`src/rtl/scpu_pkg.sv`:
```
// Shared definitions for the sound-CPU memory window logic.
package scpu_pkg;

  // Width of the hps_io ioctl byte address
  localparam int IOCTL_AW = 27;

  // Byte returned for addresses outside the RAM window
  localparam logic [7:0] FILL_DEFAULT = 8'hFF;

  // Upload reader states
  typedef enum logic [1:0] {
    IDLE = 2'd0,
    LO   = 2'd1,
    HI   = 2'd2,
    DONE = 2'd3
  } upl_state_t;

endpackage

```
`src/rtl/scpu_ram_upload.sv`:
```
// Upload-side reader for the sound-CPU RAM window.
// Each ioctl read fetches bytes A and A+1 from the external 8-bit synchronous
// RAM and returns them as one 16-bit word. While an upload session is open the
// CPU is held off the RAM, and the RAM address port reverts to cpu_ab whenever
// no fetch is driving it.
//
// state | meaning
// ------+-----------------------------------------------------------
// IDLE  | waiting for ioctl_rd; out-of-window reads answered here
// LO    | byte A address on mem_addr
// HI    | byte A+1 address on mem_addr; byte A arrives on mem_q
// DONE  | byte A+1 arrives on mem_q; word registered to ioctl_din
module scpu_ram_upload
  import scpu_pkg::*;
#(
  parameter int                  ADDR_W = 13,
  parameter logic [IOCTL_AW-1:0] BASE   = 27'h8000,
  parameter logic [7:0]          FILL   = FILL_DEFAULT
) (
  input  logic                clk_sys,
  input  logic                reset_n,
  input  logic                ioctl_upload,
  input  logic [IOCTL_AW-1:0] ioctl_addr,
  input  logic                ioctl_rd,
  output logic [15:0]         ioctl_din,
  output logic                ioctl_wait,
  input  logic [15:0]         cpu_ab,
  output logic                cpu_hold,
  output logic [ADDR_W-1:0]   mem_addr,
  input  logic [7:0]          mem_q
);

  // One past the last ioctl byte address inside the window; an extra bit
  // keeps the compare exact when the window touches the top of ioctl space.
  localparam logic [IOCTL_AW:0] WIN_END =
    {1'b0, BASE} + ({{IOCTL_AW{1'b0}}, 1'b1} << ADDR_W);

  upl_state_t state, state_nxt;

  logic [IOCTL_AW-1:0] req_addr;
  logic [IOCTL_AW-1:0] req_rel;
  logic                in_win;
  logic [ADDR_W-1:0]   off_q;
  logic [7:0]          lo_q;
  logic [15:0]         din_q;
  logic                hold_q;

  // Word address of the request (bit 0 dropped) and its offset into the window
  assign req_addr = {ioctl_addr[IOCTL_AW-1:1], 1'b0};
  assign req_rel  = req_addr - BASE;
  assign in_win   = (req_addr >= BASE) && ({1'b0, req_addr} < WIN_END);

  // Only the low ADDR_W offset bits and low cpu_ab bits reach the RAM
  logic unused_bits;
  assign unused_bits = ^{ioctl_addr[0], cpu_ab, req_rel};

  // State register
  always_ff @(posedge clk_sys or negedge reset_n) begin
    if (!reset_n) state <= IDLE;
    else          state <= state_nxt;
  end

  // Next state: a fetch is a fixed three-cycle walk; requests outside IDLE are dropped
  always_comb begin
    state_nxt = state;
    case (state)
      IDLE:    if (ioctl_rd && in_win) state_nxt = LO;
      LO:      state_nxt = HI;
      HI:      state_nxt = DONE;
      DONE:    state_nxt = IDLE;
      default: state_nxt = IDLE;
    endcase
  end

  // RAM address mux: fetch address only while a byte address is being presented
  always_comb begin
    mem_addr = cpu_ab[ADDR_W-1:0];
    case (state)
      LO:      mem_addr = off_q;
      HI:      mem_addr = off_q + ADDR_W'(1);
      default: mem_addr = cpu_ab[ADDR_W-1:0];
    endcase
  end

  // Offset latch, byte assembly and returned word
  always_ff @(posedge clk_sys or negedge reset_n) begin
    if (!reset_n) begin
      off_q <= '0;
      lo_q  <= '0;
      din_q <= '0;
    end else begin
      case (state)
        IDLE: begin
          if (ioctl_rd) begin
            if (in_win) off_q <= req_rel[ADDR_W-1:0];
            else        din_q <= {FILL, FILL};
          end
        end
        HI:      lo_q  <= mem_q;
        DONE:    din_q <= {mem_q, lo_q};
        default: ;
      endcase
    end
  end

  // CPU hold: set while uploading, released only once any fetch has drained
  always_ff @(posedge clk_sys or negedge reset_n) begin
    if (!reset_n)               hold_q <= 1'b0;
    else if (ioctl_upload)      hold_q <= 1'b1;
    else if (state == IDLE)     hold_q <= 1'b0;
  end

  assign ioctl_din  = din_q;
  assign ioctl_wait = (state != IDLE);
  assign cpu_hold   = hold_q;

endmodule

```
`config.mk`:
```
export PLATFORM = sky130hd
export DESIGN_NAME = scpu_ram_upload
export DESIGN_NICKNAME = d
export VERILOG_FILES = /design/src/rtl/scpu_pkg.sv /design/src/rtl/scpu_ram_upload.sv
export SDC_FILE = /design/constraint.sdc
export NUM_CORES = 1
export LEC_CHECK = 0
export CAP_MARGIN = 20
export CORE_MARGIN = 2
export CORE_UTILIZATION = 38
export DETAILED_ROUTE_END_ITERATION = 6
export PLACE_DENSITY = 0.86
export SYNTH_ARGS = -nofsm -noshare
export SYNTH_HDL_FRONTEND = slang
export SYNTH_SLANG_ARGS = --single-unit
```
`constraint.sdc`:
```
create_clock -name clk_sys -period 1.55 [get_ports clk_sys]
set_input_delay 0.31 -clock clk_sys [delete_from_list [all_inputs] [get_ports clk_sys]]
set_output_delay 0.31 -clock clk_sys [all_outputs]
set_load 0.03 [all_outputs]
```
==> flow_summary.json, run 1 <==
{
  "hp-class": "primary input to asynchronous set/reset pin",
  "synth-seq-cells": 39,
  "die_w_um": 75.42,
  "viasPerCell": 4.701,
  "placement.io_buffers": 81,
  "rsz0062_at_grt": "true",
  "yosysTopAreaCellShare_pct": 50.36,
  "powerDensity_mw_per_mm2": 580.5,
  "cts_made_buffers": 5,
  "synthTopCellsByCount": "dfrtp_1, mux2_2, inv_1, nand2b_1, o21ai_0",
  "cp_data_arrival_time_ns": 1.76,
  "core_sq_mm": 0.004817,
  "violations": "negative setup slack",
  "cts_tree": "done",
  "finalSetupViolCount": 42,
  "synth_top_area_cell": "dfrtp_1",
  "syn-num-nets": 215,
  "vias": 1570,
  "synth_seq_area_share_pct": 50.36,
  "whs_ns": 0.4714,
  "cts_root_buf": "clkbuf_8",
  "r2r_slack_ns": -0.21,
  "antenna_found_initial": 0,
  "grt_pass1_vias": 1753,
  "cap_violations": 0,
  "final_area_sq_mm": 0.003521,
  "grt_overflow": 0,
  "hpwl_mm": 3.300,
  "ios": 86,
  "period_needed_ns": 2.068,
  "skew_ns": 0.008552,
  "clock-sinks": 39,
  "clk_pin_slew_ns": 0.08,
  "avgSynthCellArea_sq_um": 12.42,
  "ys_types": 20,
  "drive_gt1_share_pct": 51.69,
  "cp-start-kind": "flip-flop",
  "wl_per_cell_um": 16.81,
  "drt-initial-drc-count": 66,
  "criticalPathCategory": "flip-flop to output port",
  "dp_cells": 313,
  "finalNonFillerCells": 334,
  "grt_max_degree": 25,
  "ant_nets": 0,
  "finalPower_uw": 2044,
  "dpl_worst_slack_ns": -0.6651,
  "p_seq_share_pct": 49.9,
  "dieArea_sq_mm": 0.005687,
  "synthTopCellsByArea": "dfrtp_1, mux2_2, mux2_4, nand2b_1, o21ai_0",
  "floorplan.initialDensity_pct": 40.23,
  "h-tree-depth": 2,
  "syn2layout_area_growth_pct": 81.67,
  "postSynthCellCount": 156,
  "critPathMaxFanout": 6,
  "cts_buffer_depth": 2,
  "place.gp.congestion": 0.7253,
  "relSlewSlack_pct": 72.54,
  "grt_usage_pct": 20.29,
  "fin_ws_ns": -0.5183,
  "combinationalPowerShare_pct": 15.9,
  "synth_most_common_cell": "dfrtp_1",
  "ir_worst_vdd_mv": 0.3645,
  "critical_path_required_ns": 1.24,
  "power_leakage_uw": 0.001591,
  "grt_first_pass_wirelength_mm": 8.445,
  "r2r_end": "ioctl_din[4]$_DFFE_PN0P_",
  "rows": 25,
  "fmax_mhz": 483.5,
  "async_reset_ff_share_pct": 100.0,
  "hold_violations": 0,
  "reg2reg_depth": 7,
  "final_nets": 325,
  "rr_startpoint": "state[1]$_DFFE_PN0P_",
  "diodes": 0,
  "placed_cell_area_sq_mm": 0.003038,
  "die_h_um": 75.42,
  "status": "finished, violations left",
  "tightest_slew_ns": 0.4119,
  "synth_edf_count": 0,
  "clock_latency_ns": 0.30,
  "sw_frac_of_total_pct": 25.82,
  "p_int_uw": 1516,
  "drc": 0,
  "ys.flop_type": "dfrtp_1",
  "p_switching_uw": 527.7,
  "clockPowerShare_pct": 34.3,
  "first_pass_iters": 4,
  "synth_area_sq_mm": 0.001938,
  "min_period_over_period_pct": 133.4,
  "drv_slew": 0,
  "yosys_warnings": 0,
  "end_kind": "output port",
  "routed_wl_mm": 5.616
}
==> power groups by stage <==
stage               clock [uW]  sequential [uW]  combinational, uW
global route               763             1020                346
CTS                        701             1020                331
detailed placement           0             1040                308
global placement             0             1040                303
finish                     700             1020                324
floorplan                    0             1040                108
==> per-layer routing <==
layer  part of all wire [%]  vias up  wire length (um)  global-route usage (%)
li1                       -      737                 -                       -
met1                     39      772              2166                   24.22
met2                     56       50              3125                   37.78
met3                    3.7       11               207                   2.513
met4                    2.1        0               116                   6.433
met5                      0        -                 0                       0
==> layout by cell type, fill, tap and decap left out, types with 2 or more instances in the layout <==
| cell | count |
|---|---|
| nand2b_1 | 16 |
| o21ai_0 | 2 |
| nand2_4 | 6 |
| nand2_2 | 6 |
| dlygate4sd2_1 | 20 |
| buf_4 | 12 |
| inv_2 | 2 |
| nor4_4 | 2 |
| o21ai_4 | 9 |
| mux2_2 | 10 |
| mux2_4 | 29 |
| o21ai_2 | 2 |
| buf_12 | 5 |
| buf_6 | 23 |
| clkdlybuf4s50_1 | 35 |
| dfrtp_1 | 39 |
| buf_16 | 2 |
| buf_2 | 8 |
| ha_4 | 4 |
| clkbuf_8 | 5 |
| clkinvlp_4 | 2 |
| inv_1 | 13 |
==> stage by stage <==
| stage | setup TNS [ns] | utilization (%) |
|---|---|---|
| finish | -9.859 | 73.09 |
| global route | -11.76 | 73.09 |
| CTS | -9.863 | 73.06 |
| detailed placement | -23.85 | 63.06 |
| global placement | -21.87 | 63.06 |
| floorplan | -3.561 | - |
==> worst max path at each step <==
stage / start / end / slack, ns / depth (start not counted)
after global placement: ioctl_addr[26] / ioctl_din[5]$_DFFE_PN0P_ / -0.59 / 6
after detailed placement: ioctl_addr[26] / ioctl_din[0]$_DFFE_PN0P_ / -0.67 / 6
after global routing: state[1]$_DFFE_PN0P_ / mem_addr[10] / -0.57 / 8
after CTS: state[0]$_DFFE_PN0P_ / mem_addr[6] / -0.47 / 9
final: state[0]$_DFFE_PN0P_ / mem_addr[10] / -0.52 / 9
after floorplan: ioctl_addr[16] / ioctl_din[10]$_DFFE_PN0P_ / -0.14 / 5
==> area by class of cell <==
cell class	instances	area [sq um]
Clock buffer	5	68.82
Clock inverter	3	20.02
Fill cell	339	1296
Inverter	16	62.56
Multi-Input combinational cell	95	1200
Sequential cell	39	975.9
Tap cell	67	83.83
Timing Repair Buffer	109	1110
==> sequential cells by signal (all words and copies together) (netlist names) <==
signal,count
lo_q,8
cpu_hold,1
ioctl_din,16
off_q,12
state,2
==> repair_timing <==
action,CTS,global route
hold buffers,1,0
gates cloned,3,0
setup buffers,9,3
gates resized for setup,145,7
hold endpoints to repair,15,0
pin swaps,17,3
endpoints found under the setup margin,60,42
==> critical path: stages, from the launching register on <==
cell     delay [ns]
dfrtp_1        0.37
inv_2          0.06
buf_6          0.12
ha_4           0.15
buf_6          0.11
o21a_4         0.22
buf_12         0.14
nand2_2        0.06
o21ai_2        0.06
buf_4          0.17
==> kinds of logic after synthesis <==
logic type                 count (synthesis)  share of synthesized area [%]
adders and majority gates                  4                          2.582
and+or+nand+nor                           35                          11.68
buffers and inverters                     22                          5.294
muxes                                     39                          24.60
DFF                                       39                          50.36
AOI/OAI and AO/OA                         17                          5.488
(Power assumes the default switching activity.)
==> inputs of run 2 (changes only) <==
--- a/config.mk
+++ b/config.mk
@@ -7,7 +7,7 @@
 export LEC_CHECK = 0
 export CAP_MARGIN = 20
 export CORE_MARGIN = 2
-export CORE_UTILIZATION = 38
+export CORE_UTILIZATION = 40
 export DETAILED_ROUTE_END_ITERATION = 6
 export PLACE_DENSITY = 0.86
 export SYNTH_ARGS = -nofsm -noshare
==> constraint.sdc (replaced) <==
create_clock -name clk_sys -period 1.95 [get_ports clk_sys]
set_input_delay 0.39 -clock clk_sys [delete_from_list [all_inputs] [get_ports clk_sys]]
set_output_delay 0.39 -clock clk_sys [all_outputs]
set_load 0.03 [all_outputs]
==> run 2 against run 1 <==
  * The run still ends with negative setup slack left
  * Clock skew barely moved
  * Final cell count fell by 8.1%
  * Core utilization fell by 5.1 points
  * Sequential share of layout area rose by 2.9 points
  * Total power fell by 15%
  * First-iteration DRC count fell by 27%
  * Die area fell by 4.7%
  * Global-route usage fell by 3.6 points
  * Largest power group unchanged
==> flow_summary.json, run 2 (synthesized netlist as in run 1, its figures left out) <==
{
  "status": "finished, violations left",
  "violations": "negative setup slack",
  "multi_input_area_sq_um": 988.4,
  "powerDensity_mw_per_mm2": 547.1,
  "final_cell_mix": "clkdlybuf4s50_1, dfrtp_1, mux2_2",
  "die_h_um": 73.61,
  "grt_overflow": 0,
  "placement.io_buffers": 81,
  "drc": 0,
  "min_period_over_period_pct": 107.4,
  "rr_startpoint": "state[0]$_DFFE_PN0P_",
  "period_needed_ns": 2.093,
  "critPathMaxFanout": 7,
  "dieArea_sq_mm": 0.005418,
  "core_sq_mm": 0.004692,
  "final.setup.tns_ns": -1.296,
  "viasPerCell": 4.834,
  "power_leakage_uw": 0.001463,
  "skew_ns": 0.008235,
  "rsz0062_at_grt": "true",
  "h-tree-depth": 2,
  "grt_first_pass_wirelength_mm": 6.913,
  "clk_pin_slew_ns": 0.08,
  "placed_cell_area_sq_mm": 0.002854,
  "antenna_found_initial": 0,
  "place.gp.congestion": 0.6575,
  "reg2reg_depth": 6,
  "top_layer": "met4",
  "grt_pass1_vias": 1516,
  "vias": 1484,
  "fin_ws_ns": -0.1435,
  "clock-sinks": 39,
  "met2_length_mm": 2.233,
  "n_fill_cell": 344,
  "first_pass_iters": 4,
  "drv_slew": 0,
  "finalSetupViolCount": 13,
  "cp_data_arrival_time_ns": 1.70,
  "floorplan.initialDensity_pct": 41.31,
  "largest_reg_flops": 16,
  "final_area_sq_mm": 0.003191,
  "hold_violations": 0,
  "cap_violations": 0,
  "wl_met3_um": 290,
  "ios": 86,
  "r2r_slack_ns": 0.21,
  "whs_ns": 0.1431,
  "cts_buffer_depth": 2,
  "cts_root_buf": "clkbuf_8",
  "cts_tree": "done",
  "final_nets": 311,
  "tightest_slew_ns": 0.4887,
  "rows": 25,
  "clock_latency_ns": 0.29,
  "wl_per_cell_um": 14.07,
  "grt_max_degree": 40,
  "end_kind": "output port",
  "ant_nets": 0,
  "drive_gt1_share_pct": 43.08,
  "diodes": 0,
  "critical_path_required_ns": 1.56,
  "routed_wl_mm": 4.320,
  "hp-class": "primary input to asynchronous set/reset pin",
  "criticalPathCategory": "flip-flop to output port",
  "drt-initial-drc-count": 48,
  "layout_commonest_cell": "clkdlybuf4s50_1",
  "cts_made_buffers": 5,
  "grt_usage_pct": 16.72,
  "ir_worst_vdd_mv": 0.3876,
  "relSlewSlack_pct": 67.42,
  "cp-start-kind": "flip-flop",
  "die_w_um": 73.61,
  "r2r_end": "ioctl_din[2]$_DFFE_PN0P_",
  "wl_met1_mm": 1.748,
  "register_area_sq_um": 975.9,
  "syn2layout_area_growth_pct": 64.62,
  "fmax_mhz": 477.7,
  "hpwl_mm": 3.044
}
run 2: report_power, final:
group | switching (uW) | internal [uW]
logic | 99.1 | 141
clock network | 281 | 414
registers | 0.864 | 810
run 2: worst max-delay path, cell delays in order, from the launching register on:
cell     delay, ns
dfrtp_1       0.42
inv_2         0.08
ha_4          0.28
o21a_1        0.18
buf_6         0.16
nand2_2       0.06
o21ai_2       0.08
buf_6         0.15
run 2: layer usage:
metal | vias up | track usage (%)
met5 | - | 0
met4 | 0 | 4.242
met3 | 6 | 5.761
met2 | 51 | 29.17
met1 | 715 | 19.61
li1 | 712 | -
run 2: worst max-delay path by stage:
stage | from | to | slack [ns] | cells after the start
after global placement | ioctl_addr[21] | ioctl_din[4]$_DFFE_PN0P_ | -0.27 | 6
final | state[0]$_DFFE_PN0P_ | mem_addr[9] | -0.14 | 7
after detailed placement | ioctl_addr[26] | ioctl_din[4]$_DFFE_PN0P_ | -0.32 | 6
after global routing | state[0]$_DFFE_PN0P_ | mem_addr[9] | -0.21 | 7
after floorplan | state[0]$_DFFE_PN0P_ | mem_addr[12] | -0.008 | 6
after CTS | state[0]$_DFFE_PN0P_ | mem_addr[10] | -0.11 | 7
run 2: through the flow:
stage          util [%]  cells  total power (uW)  worst slack, ns
2_1_floorplan         -    156             901.5        -0.007856
3_3_place_gp      60.83    295              1047          -0.2692
3_5_place_dp      60.83    295              1050          -0.3222
4_1_cts           65.28    305              1751          -0.1131
5_1_grt           68.00    307              1813          -0.2142
6_report          68.00    307              1746          -0.1435
run 2: what timing repair did:
action / 4_1_cts / 5_1_grt
endpoints found under the hold margin: 0 / 0
setup buffers: 2 / 1
gates resized for setup: 24 / 33
hold buffers: 0 / 0
setup endpoints to repair: 20 / 42
pin swaps: 11 / 11
gates cloned: 0 / 1
run 2: cell type report:
class	instances	area share, %
flip-flops and latches	39	30.59
well taps	54	2.118
inverters	16	1.882
clock inverters	2	1.098
clock buffers	6	2.588
multi-input cells	95	30.98
repair buffers	95	30.75
